<file path="config.mk">
export PLATFORM = sky130hd
export DESIGN_NAME = ks_xor_stream_flat
export DESIGN_NICKNAME = d
export VERILOG_FILES = /design/src/rtl/ks_xor_stream_if.sv /design/src/rtl/ks_xor_stream.sv /design/src/flat_wrapper.sv
export SDC_FILE = /design/constraint.sdc
export NUM_CORES = 1
export LEC_CHECK = 0
export BUFFER_PORTS_ARGS = -buffer_cell sky130_fd_sc_hd__buf_2
export CAP_MARGIN = 10
export CORE_AREA = 2 2 234 236
export CTS_BUF_LIST = sky130_fd_sc_hd__clkbuf_16
export CTS_CLUSTER_SIZE = 8
export DETAILED_ROUTE_END_ITERATION = 12
export DIE_AREA = 0 0 236 238
export PLACE_DENSITY = 0.71
export SLEW_MARGIN = 10
export SYNTH_ARGS = -nofsm -noshare
export SYNTH_HDL_FRONTEND = slang
export SYNTH_SLANG_ARGS = --single-unit
</file>
<file path="constraint.sdc">
create_clock -name clock -period 16.1 [get_ports clock]
set_clock_uncertainty 0.15 [all_clocks]
set_input_delay 0 -clock clock [delete_from_list [all_inputs] [get_ports clock]]
set_output_delay 0 -clock clock [all_outputs]
set_load 0.1 [all_outputs]
</file>
<file path="src/rtl/ks_xor_stream_if.sv">
// Bundle of the keystream-block, plaintext and ciphertext handshakes of
// ks_xor_stream. The master side drives keystream blocks and plaintext words
// and accepts ciphertext; the slave side is the XOR stage itself.
interface ks_xor_stream_if #(
    parameter int WORD_W      = 32,
    parameter int BLOCK_WORDS = 16
);
    localparam int KEEP_W = WORD_W / 8;

    // Keystream block from ksg
    logic [WORD_W*BLOCK_WORDS-1:0] key_in;
    logic                          key_valid;
    logic                          key_ready;
    logic                          key_done;

    // Plaintext / ciphertext input stream
    logic [WORD_W-1:0]             pt_data;
    logic [KEEP_W-1:0]             pt_keep;
    logic                          pt_last;
    logic                          pt_valid;
    logic                          pt_ready;

    // XORed output stream
    logic [WORD_W-1:0]             ct_data;
    logic [KEEP_W-1:0]             ct_keep;
    logic                          ct_last;
    logic                          ct_valid;
    logic                          ct_ready;

    modport master (
        output key_in, key_valid, pt_data, pt_keep, pt_last, pt_valid, ct_ready,
        input  key_ready, key_done, pt_ready, ct_data, ct_keep, ct_last, ct_valid
    );

    modport slave (
        input  key_in, key_valid, pt_data, pt_keep, pt_last, pt_valid, ct_ready,
        output key_ready, key_done, pt_ready, ct_data, ct_keep, ct_last, ct_valid
    );
endinterface

</file>
<file path="src/rtl/ks_xor_stream.sv">
// Keystream XOR stage: holds one ChaCha keystream block, XORs it word by word
// onto the incoming message stream, and pulses key_done once the block is used
// up (all words consumed or message ended) so ksg can start the next block.
module ks_xor_stream #(
    parameter int WORD_W      = 32,
    parameter int BLOCK_WORDS = 16
) (
    input logic           clock,
    input logic           reset,
    ks_xor_stream_if.slave bus
);
    localparam int KEEP_W = WORD_W / 8;
    localparam int IDX_W  = (BLOCK_WORDS > 1) ? $clog2(BLOCK_WORDS) : 1;
    localparam logic [IDX_W-1:0] LAST_IDX = IDX_W'(BLOCK_WORDS - 1);

    typedef enum logic {
        IDLE   = 1'b0,
        STREAM = 1'b1
    } state_t;

    state_t            state;
    state_t            state_next;
    logic [IDX_W-1:0]  word_idx;
    logic [WORD_W-1:0] blk [BLOCK_WORDS];

    logic              key_ready;
    logic              pt_ready;
    logic              key_accept;
    logic              pt_accept;
    logic              block_end;
    logic [WORD_W-1:0] ct_next;

    logic [WORD_W-1:0] ct_data_q;
    logic [KEEP_W-1:0] ct_keep_q;
    logic              ct_last_q;
    logic              ct_valid_q;
    logic              key_done_q;

    assign key_accept = bus.key_valid && key_ready;
    assign pt_accept  = bus.pt_valid && pt_ready;
    // A block ends on its final keystream word or on the message's last word,
    // whichever comes first; both together still count as one block end.
    assign block_end  = pt_accept && ((word_idx == LAST_IDX) || bus.pt_last);

    // State register.
    // NOTE: sequential state is always assigned with <= so every flop samples
    // pre-edge values; blocking assignments here would create order races.
    always_ff @(posedge clock) begin
        if (reset) state <= IDLE;
        else       state <= state_next;
    end

    // Next-state logic: load a block in IDLE, stream until the block ends.
    // NOTE: state_next gets a default before the case so no path leaves it
    // unassigned, which would otherwise infer a latch.
    always_comb begin
        state_next = state;
        case (state)
            IDLE:    if (key_accept) state_next = STREAM;
            STREAM:  if (block_end)  state_next = IDLE;
            default: state_next = IDLE;
        endcase
    end

    // Handshake outputs: ready for a block only in IDLE, ready for a word only
    // in STREAM when the single output register is empty or draining.
    always_comb begin
        key_ready = (state == IDLE);
        pt_ready  = (state == STREAM) && (!ct_valid_q || bus.ct_ready);
    end

    // Keystream block register and word pointer.
    // NOTE: the block register is cleared on reset so a discarded block can
    // never leak into later output; it is small enough to live in flops.
    always_ff @(posedge clock) begin
        if (reset) begin
            word_idx <= '0;
            for (int i = 0; i < BLOCK_WORDS; i++) blk[i] <= '0;
        end else if (key_accept) begin
            word_idx <= '0;
            for (int i = 0; i < BLOCK_WORDS; i++) blk[i] <= bus.key_in[WORD_W*i +: WORD_W];
        end else if (pt_accept) begin
            word_idx <= block_end ? '0 : word_idx + 1'b1;
        end
    end

    // XOR the current keystream word onto the input word, zeroing disabled bytes.
    always_comb begin
        ct_next = bus.pt_data ^ blk[word_idx];
        for (int b = 0; b < KEEP_W; b++) begin
            if (!bus.pt_keep[b]) ct_next[8*b +: 8] = '0;
        end
    end

    // Output register (load on accept, release on downstream accept) and the
    // one-cycle block-consumed pulse.
    always_ff @(posedge clock) begin
        if (reset) begin
            ct_data_q  <= '0;
            ct_keep_q  <= '0;
            ct_last_q  <= 1'b0;
            ct_valid_q <= 1'b0;
            key_done_q <= 1'b0;
        end else begin
            key_done_q <= block_end;
            if (pt_accept) begin
                ct_data_q  <= ct_next;
                ct_keep_q  <= bus.pt_keep;
                ct_last_q  <= bus.pt_last;
                ct_valid_q <= 1'b1;
            end else if (bus.ct_ready) begin
                ct_valid_q <= 1'b0;
            end
        end
    end

    assign bus.key_ready = key_ready;
    assign bus.key_done  = key_done_q;
    assign bus.pt_ready  = pt_ready;
    assign bus.ct_data   = ct_data_q;
    assign bus.ct_keep   = ct_keep_q;
    assign bus.ct_last   = ct_last_q;
    assign bus.ct_valid  = ct_valid_q;
endmodule

</file>
<file path="src/flat_wrapper.sv">
// flat-port wrapper written by rule: the top's interface ports become plain ports
module ks_xor_stream_flat 
#(
    parameter int WORD_W      = 32,
    parameter int BLOCK_WORDS = 16
)
  (clock, reset, bus_key_in, bus_key_valid, bus_pt_data, bus_pt_keep, bus_pt_last, bus_pt_valid, bus_ct_ready, bus_key_ready, bus_key_done, bus_pt_ready, bus_ct_data, bus_ct_keep, bus_ct_last, bus_ct_valid);
  ks_xor_stream_if #(.WORD_W(WORD_W), .BLOCK_WORDS(BLOCK_WORDS)) bus_i ();
  input logic clock;
  input logic reset;
  input wire logic [$bits(bus_i.key_in)-1:0] bus_key_in;
  input wire logic [$bits(bus_i.key_valid)-1:0] bus_key_valid;
  input wire logic [$bits(bus_i.pt_data)-1:0] bus_pt_data;
  input wire logic [$bits(bus_i.pt_keep)-1:0] bus_pt_keep;
  input wire logic [$bits(bus_i.pt_last)-1:0] bus_pt_last;
  input wire logic [$bits(bus_i.pt_valid)-1:0] bus_pt_valid;
  input wire logic [$bits(bus_i.ct_ready)-1:0] bus_ct_ready;
  output wire logic [$bits(bus_i.key_ready)-1:0] bus_key_ready;
  output wire logic [$bits(bus_i.key_done)-1:0] bus_key_done;
  output wire logic [$bits(bus_i.pt_ready)-1:0] bus_pt_ready;
  output wire logic [$bits(bus_i.ct_data)-1:0] bus_ct_data;
  output wire logic [$bits(bus_i.ct_keep)-1:0] bus_ct_keep;
  output wire logic [$bits(bus_i.ct_last)-1:0] bus_ct_last;
  output wire logic [$bits(bus_i.ct_valid)-1:0] bus_ct_valid;
  assign bus_i.key_in = bus_key_in;
  assign bus_i.key_valid = bus_key_valid;
  assign bus_i.pt_data = bus_pt_data;
  assign bus_i.pt_keep = bus_pt_keep;
  assign bus_i.pt_last = bus_pt_last;
  assign bus_i.pt_valid = bus_pt_valid;
  assign bus_i.ct_ready = bus_ct_ready;
  assign bus_key_ready = bus_i.key_ready;
  assign bus_key_done = bus_i.key_done;
  assign bus_pt_ready = bus_i.pt_ready;
  assign bus_ct_data = bus_i.ct_data;
  assign bus_ct_keep = bus_i.ct_keep;
  assign bus_ct_last = bus_i.ct_last;
  assign bus_ct_valid = bus_i.ct_valid;
  ks_xor_stream #(.WORD_W(WORD_W), .BLOCK_WORDS(BLOCK_WORDS)) u_core (.clock(clock), .reset(reset), .bus(bus_i));
endmodule
</file>
==> run_results.csv, run 1 <==
group,metric,value,unit
clocking,clock_sinks,560,
synth,yosys.area.top_type,"edfxtp_1",
clocking,cts_resized,0,
clocking,postCtsHoldBufs,583,
synth,asyncSetResetFlopFracSynth,0,
floorplan,rows,85,
placement,routabilityCongestion,0.868,
synth,synth_warnings,0,
synth,netlist_instances,1571,
placement,dp_hpwl,49.4,mm
clocking,cts_root_buf,"clkbuf_16",
floorplan,initial_utilization,0.468,
clocking,htree_levels,3,
floorplan,die_h,238,um
synth,syn_avg_cell_area,15.9,um^2
clocking,clk_path_buf_depth,3,
placement,io_buffers,594,
synth,yosysMostFrequentCell,"edfxtp_1",
synth,synthTopCellsByCount,"edfxtp_1, and2_1, nor2b_1",
synth,synth_area,25000,um^2
clocking,post-cts-setup-buffer-count,0,
floorplan,die_w,236,um
synth,synth_seq_cells,560,
clocking,cts_buffers,80,
synth,synth.net_count,2126,
placement,postPlaceCellArea,28600,um^2
synth,yosysSeqAreaShare,0.653,
synth,yosys-top-cells-area,"edfxtp_1, mux4_2, and2_1",
synth,synth_edf_count,512,
synth,yosysUniqueCellTypes,36,
outcome,status,"did not finish",
synth,synthFlopType,"edfxtp_1",
floorplan,io_pins,595,
outcome,stop_stage,"4_1_cts",
synth,synth.top_cell.area_share,0.615,
outcome,error_line,"[ERROR RSZ-0060] Max buffer count reached.",
[kinds of logic after synthesis]
group,count (synthesis),share of synthesized area
xor+xnor,2,0.000700
buf+inv,114,0.0193
compound gates,82,0.0285
flops,560,0.653
mux,200,0.146
fa+ha+maj,1,0.000500
simple gates,612,0.152
[metrics by stage]
| step | hold slack [ns] | util | std cells | setup slack, ns |
|---|---|---|---|---|
| after floorplan | -0.0140 | - | 1571 | 1.85 |
| after global placement | 0.120 | 0.534 | 2761 | 12.62 |
| after detailed placement | 0.129 | 0.534 | 2761 | 12.49 |
==> run 2: changes to the inputs <==
Settings changed: CORE_AREA 2 2 234 236 to unset, CORE_MARGIN set to 2, CORE_UTILIZATION set to 35, CTS_BUF_LIST sky130_fd_sc_hd__clkbuf_16 to unset, CTS_CLUSTER_SIZE 8 to unset, DIE_AREA 0 0 236 238 to unset, PLACE_DENSITY 0.71 to unset, PLACE_DENSITY_LB_ADDON set to 0.15.
==> run 2 against run 1 <==
The flow now finishes without violations. Synthesized area unchanged. Synthesized cell count unchanged.
==> run_results.csv, run 2 <==
group,metric,value,unit
outcome,status,"finished, final reports clean",
worst_setup_path,crit_required,16.42,ns
clocking,cts_tree,"done",
min_path,hold_class,"in2reg",
finish,largest-register,"u_core.blk",
floorplan,die_area,73600,um^2
synth,synth_seq_cells,560,
sta,max_freq,0.265,GHz
placement,io_buffers,594,
placement,dp_hpwl,54.4,mm
synth,synthTopCellsByCount,"edfxtp_1, and2_1, nor2b_1",
synth,synth_warnings,0,
synth,yosys-top-cells-area,"edfxtp_1, mux4_2, and2_1",
sta,hold_slack,0.0644,ns
clocking,clk_path_buf_depth,3,
sta,setup_viol,0,
sta,setup_tns,0,ns
synth,asyncSetResetFlopFracSynth,0,
sta,finalCritPeriodShare,0.234,
finish,drive_gt1_frac,0.318,
finish,final_nets,3306,
worst_setup_path,cp-end-kind,"flop",
sta,drv_slew,0,
synth,netlist_instances,1571,
routing,drc,0,
finish,n_fill_cell,5982,
routing,antenna_left,0,
min_path,hold_depth,3,
power_and_ir_drop,pwr_density_cell,99.0,nW/um^2
power_and_ir_drop,ir_drop,0.0000718,V
worst_setup_path,criticalPathCategory,"reg2reg",
sta,tightest_slew,1.24,ns
global_routing,grt_pass1_vias,19910,
global_routing,grt_util_all_layers,0.222,
floorplan,die_w,271,um
worst_setup_path,startpoint_type,"flop",
floorplan,die_h,271,um
global_routing,grt_max_degree,184,
synth,yosysUniqueCellTypes,36,
floorplan,core-area,71100,um^2
global_routing,grt-ovfl-total,0,
worst_setup_path,rrSetupSlack,12.33,ns
clocking,clk_latency,0.59,ns
global_routing,grt_antenna_before_repair,21,
placement,routabilityCongestion,0.799,
synth,yosysSeqAreaShare,0.653,
sta,slew_headroom,0.175,
floorplan,rows,98,
routing,via_count,18135,
finish,final_cell_mix,"dlygate4sd3_1, buf_2, edfxtp_1, and2_1, nor2b_1",
worst_setup_path,cp.arrival,4.09,ns
routing,wl_per_cell,22.0,um
worst_setup_path,r2r_end,"u_core.bus.ct_data[25]",
synth,synthFlopType,"edfxtp_1",
finish,layout_commonest_cell,"dlygate4sd3_1",
synth,yosysMostFrequentCell,"edfxtp_1",
clocking,cts_root_buf,"clkbuf_16",
worst_setup_path,worst_r2r_path_depth,6,
power_and_ir_drop,p_leak,14.8,nW
sta,finalHoldViolCount,0,
floorplan,io_pins,595,
clocking,clk_pin_slew,0.06,ns
sta,fin_crit,3.77,ns
clocking,cts_resized,0,
worst_setup_path,crit_fanout,61,
power_and_ir_drop,total_power,0.00369,W
finish,largest_reg_flops,512,
synth,yosys.area.top_type,"edfxtp_1",
routing,drt_first_iter_violations,926,
floorplan,initial_utilization,0.352,
synth,syn_avg_cell_area,15.9,um^2
finish,area_growth_syn_to_layout,48.9,%
clocking,cts_buffers,66,
synth,synth_area,25000,um^2
job,drv_cap,0,
synth,synth.net_count,2126,
finish,final_util,0.524,
min_path,min_to,"u_core.blk[9][3]",
global_routing,grt_pass1_wl,121,mm
sta,rsz0062_at_grt,"false",
clocking,clock_sinks,560,
synth,synth.top_cell.area_share,0.615,
routing,viasPerCell,4.82,
min_path,worstHoldStart,"bus_key_in[291]",
routing,wirelength,82.9,mm
routing,drt_pass1_iterations,7,
synth,synth_edf_count,512,
clocking,htree_levels,3,
run 2: cell counts after synthesis:
No cell type changed its count.
run 2: cell families after synthesis:
family	count (synthesis)	share of synthesized area
buf+inv	114	0.0193
xor+xnor	2	0.000700
fa+ha+maj	1	0.000500
simple gates	612	0.152
mux	200	0.146
flops	560	0.653
compound gates	82	0.0285
run 2: how the worst max path moves through the flow:
stage | start | to | cells after the start
after CTS | flop | u_core.bus.ct_data[6] | 6
after global routing | reset | u_core.blk[11][7] | 5
after detailed placement | reset | u_core.blk[11][4] | 4
after global placement | flop | u_core.bus.ct_data[25] | 6
final | flop | u_core.bus.ct_data[25] | 6
after floorplan | reset | flop | 4
run 2: through the flow:
step / setup WS (ns) / std cells / area [um^2]
3_3_place_gp: 12.25 / 3016 / 28900
6_report: 12.33 / 3766 / 37200
5_1_grt: 12.01 / 3765 / 37200
3_5_place_dp: 12.19 / 3016 / 28900
4_1_cts: 12.22 / 3749 / 37200
2_1_floorplan: 1.85 / 1571 / 25000
run 2: worst max-delay path, cell delays in order, from the launching register on:
cell and delay [ns]:
dfxtp_4 0.60, buf_4 0.63, buf_4 0.90, mux4_2 0.41
mux2_2 0.32, a221o_1 0.36, a22o_1 0.19
run 2: what timing repair did:
action                                 in CTS  in global routing
endpoints found under the hold margin     554                  0
hold buffers                              616                  0
buffers inserted                            0                  0
run 2: power breakdown:
part	total (W)	internal, W	switching (W)
combinational	0.000463	0.000234	0.000229
clock	0.00147	0.000875	0.000598
sequential	0.00175	0.00171	0.0000375
run 2: metal layers:
layer / wire (um) / global-route usage
met2: 44300 / 0.407
met4: 2620 / 0.0850
met1: 31200 / 0.251
met3: 4710 / 0.0481
met5: 81 / 0
run 2: final cells by class:
| type | count | area [um^2] | area share |
|---|---|---|---|
| diodes | 16 | 40.0 | 0.00108 |
| clock buffers | 91 | 1830 | 0.0491 |
| clock inverters | 26 | 269 | 0.00722 |
| inverters | 1 | 3.75 | 0.000101 |
| multi-input cells | 897 | 8250 | 0.222 |
| flip-flops and latches | 560 | 16300 | 0.439 |
| well taps | 950 | 1190 | 0.0319 |
| repair buffers | 1225 | 9320 | 0.250 |
(Power assumes the default switching activity.)
==> run 3: changes to the inputs <==
Clock period 16.1 ns to 3.35 ns, I/O delays scaled along.
==> run 3 against run 2 <==
Maximum frequency increased by 22%. Sequential power grew to 4.8 times the previous value. Highest routed layer unchanged. Worst setup slack worse by 12 ns. Final area is 0.35% lower. Critical endpoint is now u_core.bus.ct_data[6]. Global-route usage rose by 0.43 points. Non-clock buffer count shrank 20. Critical path depth did not move. Total power rose to 4.8 times the previous value. Final cell count is 0.85% lower. Die area unchanged. Count of clock-buffer cells in the layout decreased by 15.
==> run_results.csv, run 3 (synthesis results as in run 2) <==
group,metric,value,unit
outcome,status,"finished, final reports clean",
global_routing,grt_pass1_vias,20009,
clocking,cts_buffers,66,
sta,tightest_slew,1.08,ns
power_and_ir_drop,seqPwrFrac,0.475,
placement,pre_cts_ws,0.705,ns
routing,wl_met3,4.68,mm
routing,drt_pass1_iterations,5,
min_path,hold_depth,3,
sta,finalCritPeriodShare,0.924,
clocking,clock_sinks,560,
clocking,cts_root_buf,"clkbuf_16",
sta,setup_viol,0,
power_and_ir_drop,pwr-share-comb,0.127,
floorplan,initial_utilization,0.352,
routing,drt_first_iter_violations,1203,
min_path,worstHoldStart,"bus_key_in[172]",
power_and_ir_drop,p_leak,14.7,nW
global_routing,grt-ovfl-total,0,
routing,viasPerCell,4.88,
worst_setup_path,cp-end-kind,"flop",
routing,top_layer,"met5",
clocking,clk_path_buf_depth,3,
routing,wl_met2,43.4,mm
placement,routabilityCongestion,0.802,
sta,fin_crit,3.09,ns
routing,wl_per_cell,22.6,um
global_routing,grt_util_all_layers,0.226,
power_and_ir_drop,total_power,0.0177,W
global_routing,grt_max_degree,167,
sta,max_freq,0.323,GHz
worst_setup_path,r2r_end,"u_core.bus.ct_data[6]",
power_and_ir_drop,p_sw_frac,0.239,
clocking,post-cts-setup-buffer-count,0,
finish,final_nets,3286,
power_and_ir_drop,p_int,0.0135,W
clocking,cts_tree,"done",
worst_setup_path,crit_fanout,39,
worst_setup_path,startpoint_type,"flop",
worst_setup_path,criticalPathCategory,"reg2reg",
power_and_ir_drop,ir_drop,0.000375,V
clocking,cts_resized,0,
floorplan,die_h,271,um
worst_setup_path,worstPathCellList,"buf_4 > mux4_2 > mux2i_1 > mux2i_1 > nand4_1 > dlygate4sd3_1",
floorplan,die_area,73600,um^2
sta,finalHoldViolCount,0,
routing,wirelength,84.5,mm
worst_setup_path,crit_slowest_cell,"dfxtp_4",
worst_setup_path,crit_family,"buffers and inverters",
power_and_ir_drop,clkPwrFrac,0.398,
finish,final_util,0.522,
worst_setup_path,worst-path-buf-inv,2,
sta,layout_setup_ws,0.255,ns
clocking,postCtsHoldBufs,577,
finish,final_cell_mix,"buf_2, dlygate4sd3_1, edfxtp_1, and2_1, nor2b_1",
routing,drc,0,
min_path,hold_class,"in2reg",
placement,dp_hpwl,57.1,mm
floorplan,die_w,271,um
job,drv_cap,0,
floorplan,io_pins,595,
worst_setup_path,rrSetupSlack,0.26,ns
finish,drive_gt1_frac,0.329,
sta,rsz0062_at_grt,"false",
worst_setup_path,crit_top_cell,"mux2i_1",
global_routing,grt_pass1_wl,123,mm
routing,via_count,18219,
finish,area_growth_syn_to_layout,48.4,%
clocking,htree_levels,3,
floorplan,core-area,71100,um^2
sta,slew_headroom,0.276,
finish,layout_commonest_cell,"buf_2",
clocking,clk_latency,0.59,ns
global_routing,grt_antenna_before_repair,12,
worst_setup_path,slowest_delay,0.88,ns
floorplan,rows,98,
sta,drv_slew,0,
routing,drt-met1-wl,31.2,mm
power_and_ir_drop,p_switching,0.00423,W
finish,largest-register,"u_core.blk",
min_path,min_to,"u_core.blk[5][12]",
worst_setup_path,crit_required,3.68,ns
clocking,clk_pin_slew,0.06,ns
routing,antenna_left,0,
placement,io_buffers,594,
worst_setup_path,cp.arrival,3.43,ns
worst_setup_path,worst_r2r_path_depth,6,
finish,largest_reg_flops,512,
power_and_ir_drop,pwr_density_cell,478,nW/um^2
run 3: cell count changes in the layout (fill, tap and decap cells not counted), sizes merged:
| cell | before | now |
|---|---|---|
| dlygate4sd3 | 616 | 577 |
| buf | 609 | 628 |
| clkbuf | 91 | 76 |
| diode | 16 | 7 |
| clkinv | 18 | 25 |
| inv | 2 | 5 |
| bufinv | 5 | 6 |
| clkinvlp | 2 | 3 |
run 3: how the worst max path moves through the flow:
stage,start,endpoint,slack (ns),cells after the start
after detailed placement,flop,u_core.bus.ct_data[26],0.71,5
after global placement,flop,u_core.bus.ct_data[26],0.72,5
after floorplan,u_core.state,u_core.blk[0][0],-1.64,3
final,flop,u_core.bus.ct_data[6],0.26,6
after CTS,flop,u_core.bus.ct_data[6],0.20,6
after global routing,flop,u_core.bus.ct_data[7],0.12,6
run 3: area by class of cell:
class | count | area (um^2)
diodes | 7 | 17.5
clock buffers | 76 | 1710
fillers | 6009 | 34000
flip-flops and latches | 560 | 16300
multi-input cells | 897 | 8240
well taps | 950 | 1190
clock inverters | 38 | 379
inverters | 1 | 7.51
repair buffers | 1205 | 9220
run 3: tightest hold or removal path, delay by kind of cell:
family,cells,cell delay [ns]
buffers and inverters,2,0.60
and+or+nand+nor,1,0.10
run 3: power by group through the flow:
stage / sequential (W) / combinational [W] / clock [W]
6_report: 0.00842 / 0.00225 / 0.00706
5_1_grt: 0.00846 / 0.00239 / 0.00747
4_1_cts: 0.00842 / 0.00226 / 0.00722
3_5_place_dp: 0.00856 / 0.00172 / 0
3_3_place_gp: 0.00856 / 0.00170 / 0
2_1_floorplan: 0.00878 / 0.000725 / 0
run 3: stage by stage:
| step | cell area (um^2) | hold slack [ns] | cells | setup TNS, ns |
|---|---|---|---|---|
| floorplan | 25000 | -0.0140 | 1571 | -850.38 |
| finish | 37100 | 0.0656 | 3734 | 0 |
| CTS | 37100 | 0.0202 | 3727 | 0 |
| detailed placement | 29200 | 0.129 | 3036 | 0 |
| global placement | 29200 | 0.118 | 3036 | 0 |
| global route | 37100 | 0.0464 | 3732 | 0 |
run 3: metal layers:
| metal | global-route usage | vias up |
|---|---|---|
| met5 | 0 | - |
| met3 | 0.0495 | 262 |
| met1 | 0.250 | 8928 |
| met4 | 0.134 | 10 |
| li1 | - | 8298 |
| met2 | 0.400 | 721 |
